### src/rtl/uart_rx_cfg.sv
// uart_rx_cfg: runtime-configurable UART receiver with a receive FIFO.
// Supports 5..DATA_W data bits, optional even/odd parity, 1 or 2 stop bits and
// break detection. Each character is stored in the FIFO together with its error
// flags, and the FIFO is drained through a valid/ready handshake.
// Build option: define UART_RX_MAJORITY_VOTE_EN to take every sample as a 2-of-3
// vote around the sample point. This adds one clock to the commit latency.
//
// state   | meaning
// --------+--------------------------------------------------------------
// IDLE    | line idle; a low level starts the half-bit start check
// START   | waiting for mid start bit; a high sample there is a false start
// DATA    | one sample per bit period, LSB first
// PARITY  | sample the parity bit
// STOP1   | sample the first stop bit; commit unless a second stop bit follows
// STOP2   | sample the second stop bit and commit
// WAIT    | after a framing error, hold until the line returns high
module uart_rx_cfg #(
    parameter int DATA_W     = 8,
    parameter int BAUD_DIV_W = 16,
    parameter int FIFO_DEPTH = 8
) (
    input  logic                              clk,
    input  logic                              rst,
    input  logic                              rx_pin_in,
    input  logic [BAUD_DIV_W-1:0]             baud_div_i,
    input  logic [$clog2(DATA_W+1)-1:0]       data_bits_i,
    input  logic                              parity_en_i,
    input  logic                              parity_odd_i,
    input  logic                              stop2_i,
    output logic [DATA_W-1:0]                 rx_data_o,
    output logic                              rx_frame_err_o,
    output logic                              rx_parity_err_o,
    output logic                              rx_break_o,
    output logic                              rx_valid_o,
    input  logic                              rx_ready_i,
    output logic                              overrun_o,
    input  logic                              err_clr_i,
    output logic [$clog2(FIFO_DEPTH+1)-1:0]   fifo_count_o,
    output logic                              busy_o
);

    localparam int DBW = $clog2(DATA_W + 1);
    localparam int AW  = $clog2(FIFO_DEPTH);
    localparam int CW  = $clog2(FIFO_DEPTH + 1);
    localparam int EW  = DATA_W + 3;
    localparam logic [DBW-1:0] DW_L  = DBW'(DATA_W);
    localparam logic [CW-1:0]  FULL_L = CW'(FIFO_DEPTH);

    typedef enum logic [2:0] {
        S_IDLE, S_START, S_DATA, S_PARITY, S_STOP1, S_STOP2, S_WAIT
    } state_t;

    state_t st, st_n;

    logic                  sync1, line;
    logic [BAUD_DIV_W-1:0] cnt;
    logic                  smp_evt, smp_val;

    logic [DBW-1:0]    nbits_eff, nbits_q, bit_idx;
    logic              par_en_q, par_odd_q, stop2_q;
    logic [DATA_W-1:0] data_sr;
    logic              par_acc, par_bit_q, par_err_q;

    logic cfg_ld, shift_en, par_ld, push, p_frame, p_break, p_par;
    logic [EW-1:0] push_entry;

    logic [EW-1:0] mem [FIFO_DEPTH];
    logic [AW-1:0] wr_ptr, rd_ptr;
    logic [CW-1:0] count;
    logic          full, pop, push_ok, drop;
    logic [EW-1:0] head;

    // Two-flop synchroniser for the asynchronous serial input, idling high.
    always_ff @(posedge clk) begin
        if (rst) begin
            sync1 <= 1'b1;
            line  <= 1'b1;
        end else begin
            sync1 <= rx_pin_in;
            line  <= sync1;
        end
    end

    // Bit timer: half-bit load on a start edge, otherwise reload at terminal count.
    always_ff @(posedge clk) begin
        if (rst)
            cnt <= '0;
        else if (st == S_IDLE && !line)
            cnt <= baud_div_i >> 1;
        else if (cnt == '0)
            cnt <= baud_div_i - 1'b1;
        else
            cnt <= cnt - 1'b1;
    end

`ifdef UART_RX_MAJORITY_VOTE_EN
    logic smp_m1, smp_0, evt_q;

    // Capture the line around the sample point; the vote resolves one clock later.
    always_ff @(posedge clk) begin
        if (rst) begin
            smp_m1 <= 1'b1;
            smp_0  <= 1'b1;
            evt_q  <= 1'b0;
        end else begin
            if (cnt == BAUD_DIV_W'(1))
                smp_m1 <= line;
            if (cnt == '0)
                smp_0 <= line;
            evt_q <= (cnt == '0) && (st != S_IDLE) && (st != S_WAIT);
        end
    end

    assign smp_evt = evt_q;
    assign smp_val = (smp_m1 & smp_0) | (smp_m1 & line) | (smp_0 & line);
`else
    assign smp_evt = (cnt == '0) && (st != S_IDLE) && (st != S_WAIT);
    assign smp_val = line;
`endif

    // Out-of-range data lengths fall back to the maximum width.
    assign nbits_eff = (data_bits_i < DBW'(5) || data_bits_i > DW_L) ? DW_L : data_bits_i;

    // FSM state register.
    always_ff @(posedge clk) begin
        if (rst)
            st <= S_IDLE;
        else
            st <= st_n;
    end

    // FSM next state and per-cycle datapath strobes.
    always_comb begin
        st_n     = st;
        cfg_ld   = 1'b0;
        shift_en = 1'b0;
        par_ld   = 1'b0;
        push     = 1'b0;
        p_frame  = 1'b0;
        p_break  = 1'b0;
        p_par    = 1'b0;
        case (st)
            S_IDLE: begin
                if (!line)
                    st_n = S_START;
            end
            S_START: begin
                if (smp_evt) begin
                    if (!smp_val) begin
                        cfg_ld = 1'b1;
                        st_n   = S_DATA;
                    end else begin
                        st_n = S_IDLE;
                    end
                end
            end
            S_DATA: begin
                if (smp_evt) begin
                    shift_en = 1'b1;
                    if (bit_idx == nbits_q - 1'b1)
                        st_n = par_en_q ? S_PARITY : S_STOP1;
                end
            end
            S_PARITY: begin
                if (smp_evt) begin
                    par_ld = 1'b1;
                    st_n   = S_STOP1;
                end
            end
            S_STOP1: begin
                if (smp_evt) begin
                    if (stop2_q && smp_val) begin
                        st_n = S_STOP2;
                    end else begin
                        push    = 1'b1;
                        p_frame = !smp_val;
                        p_break = !smp_val && (data_sr == '0) && !(par_en_q && par_bit_q);
                        p_par   = par_err_q;
                        st_n    = smp_val ? S_IDLE : S_WAIT;
                    end
                end
            end
            S_STOP2: begin
                if (smp_evt) begin
                    push    = 1'b1;
                    p_frame = !smp_val;
                    p_par   = par_err_q;
                    st_n    = smp_val ? S_IDLE : S_WAIT;
                end
            end
            S_WAIT: begin
                if (line)
                    st_n = S_IDLE;
            end
            default: st_n = S_IDLE;
        endcase
    end

    // Frame datapath: config shadows, data shift register and parity tracking.
    always_ff @(posedge clk) begin
        if (rst) begin
            nbits_q   <= DW_L;
            par_en_q  <= 1'b0;
            par_odd_q <= 1'b0;
            stop2_q   <= 1'b0;
            data_sr   <= '0;
            bit_idx   <= '0;
            par_acc   <= 1'b0;
            par_bit_q <= 1'b0;
            par_err_q <= 1'b0;
        end else begin
            if (cfg_ld) begin
                nbits_q   <= nbits_eff;
                par_en_q  <= parity_en_i;
                par_odd_q <= parity_odd_i;
                stop2_q   <= stop2_i;
                data_sr   <= '0;
                bit_idx   <= '0;
                par_acc   <= 1'b0;
                par_bit_q <= 1'b0;
                par_err_q <= 1'b0;
            end
            if (shift_en) begin
                data_sr <= {smp_val, data_sr[DATA_W-1:1]};
                par_acc <= par_acc ^ smp_val;
                bit_idx <= bit_idx + 1'b1;
            end
            if (par_ld) begin
                par_bit_q <= smp_val;
                par_err_q <= (par_acc ^ smp_val) != par_odd_q;
            end
        end
    end

    // Short characters arrive in the top bits of the shifter; right-justify them.
    assign push_entry = {p_break, p_par, p_frame, data_sr >> (DW_L - nbits_q)};

    assign full    = (count == FULL_L);
    assign pop     = rx_valid_o && rx_ready_i;
    assign push_ok = push && (!full || pop);
    assign drop    = push && full && !pop;

    // Receive FIFO storage, pointers, occupancy and sticky overrun flag.
    always_ff @(posedge clk) begin
        if (rst) begin
            for (int i = 0; i < FIFO_DEPTH; i++)
                mem[i] <= '0;
            wr_ptr    <= '0;
            rd_ptr    <= '0;
            count     <= '0;
            overrun_o <= 1'b0;
        end else begin
            if (push_ok) begin
                mem[wr_ptr] <= push_entry;
                wr_ptr      <= wr_ptr + 1'b1;
            end
            if (pop)
                rd_ptr <= rd_ptr + 1'b1;
            if (push_ok && !pop)
                count <= count + 1'b1;
            else if (pop && !push_ok)
                count <= count - 1'b1;
            if (drop)
                overrun_o <= 1'b1;
            else if (err_clr_i)
                overrun_o <= 1'b0;
        end
    end

    assign head            = mem[rd_ptr];
    assign rx_data_o       = head[DATA_W-1:0];
    assign rx_frame_err_o  = head[DATA_W];
    assign rx_parity_err_o = head[DATA_W+1];
    assign rx_break_o      = head[DATA_W+2];
    assign rx_valid_o      = (count != '0);
    assign fifo_count_o    = count;
    assign busy_o          = (st != S_IDLE);

endmodule
### config.mk
export PLATFORM = sky130hd
export DESIGN_NAME = uart_rx_cfg
export DESIGN_NICKNAME = d
export VERILOG_FILES = /design/src/rtl/uart_rx_cfg.sv
export SDC_FILE = /design/constraint.sdc
export NUM_CORES = 1
export LEC_CHECK = 0
export ABC_AREA = 1
export BUFFER_PORTS_ARGS = -buffer_cell sky130_fd_sc_hd__clkbuf_2
export CAP_MARGIN = 20
export CORE_MARGIN = 4
export CORE_UTILIZATION = 45
export DETAILED_ROUTE_END_ITERATION = 8
export GPL_TIMING_DRIVEN = 1
export PLACE_DENSITY = 0.64
export SLEW_MARGIN = 20
export SYNTH_ARGS = -nofsm -noshare
export SYNTH_HDL_FRONTEND = slang
export SYNTH_SLANG_ARGS = --single-unit
### constraint.sdc
create_clock -name clk -period 2.5 [get_ports clk]
set_clock_uncertainty 0.1 [all_clocks]
set_input_delay 0.5 -clock clk [delete_from_list [all_inputs] [get_ports clk]]
set_output_delay 0.5 -clock clk [all_outputs]
set_load 0.005 [all_outputs]
== Word-level counts from Yosys, hierarchy flattened ==
Memory sizes are Yosys's and may differ from the RTL's. A register that Yosys moved wholly into a read port is not among the register bits.
Index checks and enable logic that the tools add are counted.
Cells by class
  add/sub/neg operators: 9
  $lt $le $gt $ge: 2
  equality and inequality tests: 18
  shift operators: 1
  muxes and demuxes: 58
  bitwise gates (word level): 1
  reductions and logical operators: 32
Operators by type and width (number)
  2-to-1 mux 3 bit: 14
  subtractor 16 x 1 -> 16 bit (second input constant): 2
  2-to-1 mux 1 bit: 29
  one-hot mux 3 bit (7 select lines): 1
  2-to-1 mux 4 bit: 5
  zero test 16 bit: 1
  2-to-1 mux 16 bit: 1
  2-to-1 mux 8 bit: 2
  != test 2 bit (second input constant): 8
  2-to-1 mux 15 bit: 1
  logical AND 1 bit: 13
  2-to-1 mux 11 bit: 1
  OR reduction 11 bit: 1
  equality test 3 bit (second input constant): 3
  adder 4 x 1 -> 4 bit (second input constant): 2
  zero test 8 bit: 1
  AND reduction 8 bit: 1
  nonzero test 2 bit: 4
  right shift 8 x 4 -> 8 bit: 1
  subtractor 4 x 1 -> 4 bit (second input constant): 2
  adder 3 x 1 -> 3 bit (second input constant): 2
  equality test 3 x 2 -> 1 bit (second input constant): 2
  one-hot mux 1 bit (2 select lines): 3
  zero test 1 bit: 5
  other kinds (15): 16
Word-level totals
  register bits: 54
  memory bits (writable): 88
  input bits: 28
  output and inout bits: 18
  memories: 1
Memories
  mem: words 8, bits a word 11, read ports 1, clocked after memory_dff 1, wr ports 8, line 67  | logic [EW-1:0] mem [FIFO_DEPTH];

== Longest topological paths before layout ==
  word-level depth: 11
  depth in mapped cells: 17
  depth with buffers taken out: 17

== Least setup slack after synthesis ==
Ideal clock, no wire load.
  path type: register to register
  start: register st[2]
  end: register count[3], in the netlist fifo_count_o[3]
  arrival time: 2.402 ns
  required time: 2.281 ns
  setup slack: -0.121 ns
  stages on the path, launching flop included: 17
  buffers on the path: 0
  period minus slack after synthesis: 2.621 ns
  cells stage by stage: dfxtp_1 -> inv_1 -> nor2_2 -> inv_1 -> nor3_4 -> nand2_2 -> inv_1 -> ha_1 -> inv_1 -> ha_1 -> and3_1 -> a211oi_1 -> nor2_1 -> nor2_1 -> nand2_1 -> o21ai_0 -> a21oi_1
Between the ends
  cells in the longest elaborated chain, start to end: 9
  elaborated cells on any way between the ends: 15
  those cells by class: 3 x eq/ne; 4 x mux; 8 x reduce/logical
RTL lines
  from (decl): line 53  | state_t st, st_n;
  from (signal assigned): line 129  | st <= st_n;
  nonzero test 3 bit: line 117  | assign smp_evt = (cnt == '0) && (st != S_IDLE) && (st != S_WAIT);
  logical AND 1 bit (2 in a row): line 117
  2-to-1 mux 1 bit (on tied branches): line 184, 171
  one-hot mux 1 bit (2 select lines) *: line 142  | case (st)
  logical AND 1 bit *: line 240  | assign push_ok = push && (!full || pop);
  zero test 1 bit: line 261  | else if (pop && !push_ok)
  logical AND 1 bit: line 261
  nonzero test 2 bit (no source line)
  to (signal assigned): line 260  | count <= count + 1'b1;
  to (signal assigned): line 262  | count <= count - 1'b1;
  to (decl): line 69  | logic [CW-1:0] count;
Every way passes the cells marked *; elsewhere a longest branch is shown, timed or not.
A chain may end at the register's enable or synchronous reset.

==> flow_metrics.py <==
metrics = {
    "clock_tree": {
        "clock_tree.buffer_depth": 2,
        "cts_root_buf": "clkbuf_16",
        "clk_pin_slew_worst_paths_ns": 0.06,
        "cts_tree": "built",
        "cts_buffers": 17,
        "hold_buffers": 0,
        "clk_latency_ns": 0.42,
        "cts_htree_levels": 4,
        "cts_sinks": 145,
    },
    "place": {
        "dpl_cell_area_um2": 8117,
        "dp.cells": 1192,
        "place_congestion": 0.8777,
        "port_buffers": 45,
        "dp_hpwl_mm": 12.72,
    },
    "die": {
        "die_w_um": 136.4,
        "start_util_pct": 46.36,
        "core_um2": 16000,
        "fp-row-count": 46,
        "ios": 46,
        "die_area_um2": 18600,
        "die_h_um": 136.4,
    },
    "final_layout": {
        "finalInstanceArea_um2": 9059,
        "drive_gt1_share_pct": 18.76,
        "final_cells": 1245,
        "fillerInstances": 1477,
        "multi_input_area_um2": 3311,
        "fin_nets": 1054,
        "n_antenna_cell": 0,
        "syn2layout_area_growth_pct": 22.13,
        "fin_util_pct": 56.62,
        "final-seq-area_um2": 3792,
    },
    "timing": {
        "fin_crit_ns": 2.454,
        "rsz0062_at_grt": "true",
        "fmax_mhz": 407.5,
        "setup_viol": 0,
        "drv_slew": 0,
        "maxSlewHeadroom_pct": 51.55,
        "final.period_utilization_pct": 98.15,
        "worstMarginPinSlew_ns": 0.7260,
        "setup_tns_ns": 0,
        "whs_ns": 0.1670,
        "finalHoldViolCount": 0,
    },
    "logic_synthesis": {
        "yosys.cell_types.count": 41,
        "synthMuxAreaShare_pct": 0.1350,
        "synthXorXnorAreaFrac_pct": 1.181,
        "yosys.area_share.simple_pct": 26.75,
        "syn_area_um2": 7417,
        "synth-async-reset-ratio_pct": 0,
        "synth_top_family_by_area": "simple AND/OR/NAND/NOR gates",
        "avgSynthCellArea_um2": 7.993,
        "yosysWarnings": 0,
        "synth-adder-area-share_pct": 1.788,
        "ys_ff_latch": 145,
        "synth_edf_count": 88,
        "ys_seq_area_share_pct": 51.01,
        "postSynthNetCount": 966,
        "synth_compound_area_share_pct": 12.65,
        "synth_cells": 928,
        "synth_ff_type": "edfxtp_1",
    },
    "power": {
        "p_int_w": 0.005632,
        "p_clk_share_pct": 25.0,
        "seq_power_share_pct": 31.5,
        "p_sw_share_pct": 39.67,
        "ir_worst_vdd_mv": 0.6473,
        "power.density_nw_per_um2": 1031,
        "p_sw_w": 0.003703,
        "p_comb_share_pct": 43.5,
        "leakage_nw": 3.750,
    },
    "worst_setup_path": {
        "crit_path_start_kind": "flop",
        "crit_fanout": 15,
        "crit_required_ns": 1.90,
        "crit_arrival_ns": 1.85,
        "crit_path_end_kind": "primary output",
        "critPathKind": "reg -> out",
    },
    "global_route": {
        "antenna_found_initial": 0,
        "grt_pass1_wl_mm": 30.50,
        "grt_pass1_vias": 6218,
        "grt-ovfl-total": 0,
        "grtUsageTotal_pct": 21.23,
        "grt_max_degree": 30,
    },
    "drt": {
        "wirelength_mm": 19.14,
        "drc": 0,
        "drt_iter0_drc": 482,
        "ant_nets": 0,
        "vias_per_cell": 5.213,
        "post_drt_wl_per_cell_um": 15.38,
        "first_pass_iters": 4,
        "via_count": 6490,
    },
    "run": {
        "maxCapViolations": 0,
    },
    "status": {
        "status": "finished, final reports clean",
    },
    "worst_hold_path": {
        "hold_path_class": "in -> reg",
    },
}
[cell type report]
type	count	area share [%]
sequential	145	41.86
multi-input combinational	662	36.55
timing repair buffer	113	9.351
clock buffer	17	4.696
inverter	77	3.260
tap	216	2.983
clock inverter	15	1.298
[power by group through the flow]
stage                     combinational [W]  sequential [W]  clock [W]
after global placement              0.00372         0.00296          0
after detailed placement            0.00373         0.00297          0
after global routing                0.00454         0.00297    0.00249
after floorplan                     0.00262         0.00295          0
final                               0.00406         0.00294    0.00233
after CTS                           0.00392         0.00294    0.00239
[synthesized netlist by cell type (2+ instances only)]
master    number  share of area [%]
nor3_1        12               0.81
o21ai_0       80                5.4
o211ai_1       8               0.81
clkbuf_1      22                1.1
nand3_1       47                3.2
a21oi_1       37                2.5
inv_1         74                3.7
nand2_2        6               0.51
nand2_1      158                8.0
nor2_2         6               0.51
buf_2         21                1.4
o22ai_1       11               0.93
a211oi_1       4               0.40
nand3b_1       7               0.71
nor2_1       222                 11
ha_1           9                1.5
a31oi_1       16                1.3
dfxtp_1       57                 15
nand3_2        3               0.40
edfxtp_1      88                 36
xor2_1         9                1.1
nand4_1        4               0.34
nor3_4         2               0.44
or2_2          4               0.34
o21bai_1       4               0.40
inv_2          2               0.10
[worst max-delay path: stages, from the launching register on]
cell and delay, ns:
dfxtp_4 0.39, clkinvlp_4 0.17, buf_12 0.19, o21ai_1 0.15, o22ai_1 0.11, nor2_2 0.17, a31oi_2 0.08, clkbuf_2 0.17
[path summary, 6_finish.rpt]
| path | start | to | slack [ns] | cells after the start |
|---|---|---|---|---|
| setup / recovery | flop | rx_data_o[6] | 0.05 | 7 |
| hold / removal | rx_pin_in | sync1 | 0.17 | 2 |
| setup reg to reg | cnt[0] | fifo_count_o[3] | 0.05 | 17 |
| hold reg to reg | sync1 | line | 0.31 | 1 |
[metal layers]
layer	GRT usage (%)	up-vias	share of wire (%)
li1	-	3267	-
met1	27.45	2996	44
met2	34.07	194	47
met3	4.515	33	6.5
met4	10.02	0	2.3
met5	0	-	0
[layout by cell type, fill, tap and decap left out, types with 4 or more instances in the layout]
| cell type | instances |
|---|---|
| nor2_1 | 220 |
| nand2_1 | 154 |
| edfxtp_1 | 88 |
| inv_1 | 71 |
| o21ai_0 | 65 |
| dfxtp_1 | 52 |
| buf_4 | 49 |
| nand3_1 | 47 |
| clkbuf_2 | 43 |
| a21oi_1 | 37 |
| clkbuf_16 | 18 |
| o21ai_1 | 15 |
| buf_6 | 15 |
| a31oi_1 | 14 |
| nor3_1 | 10 |
| o22ai_1 | 9 |
| xor2_1 | 9 |
| o211ai_1 | 8 |
| nor2_2 | 7 |
| nand2_4 | 7 |
| nand3b_1 | 7 |
| ha_1 | 6 |
| clkinv_1 | 5 |
| nand4_1 | 4 |
| clkinvlp_4 | 4 |
| o21bai_1 | 4 |
| or2_2 | 4 |
| dfxtp_2 | 4 |
[cells by family after synthesis]
kind of cell	after synthesis
and+or+nand+nor	474
xor gates and xnor gates	10
adders and majority gates	10
buffers and inverters	121
DFF	145
AOI/OAI and AO/OA	167
muxes	1
[per-stage QoR]
step	setup slack, ns	total power (W)
final	0.04620	0.009335
after global routing	-0.1078	0.01000
after CTS	0.002156	0.009243
after detailed placement	-0.03423	0.006701
after global placement	0.03798	0.006678
after floorplan	-0.01008	0.005578
[state kept, by name (all words and copies together) (netlist names), 3 cells and up, named ones only]
signal / count
st: 3
rd_ptr: 3
fifo_count_o: 4
bit_idx: 4
data_sr: 8
nbits_q: 4
wr_ptr: 3
mem: 88
cnt: 16
[timing repair]
action / CTS / global route
setup endpoints to repair: 7 / 161
cloned: 1 / 5
buffers inserted: 12 / 10
gates resized for setup: 14 / 63
pin swaps: 12 / 22
(Power assumes the default switching activity.)
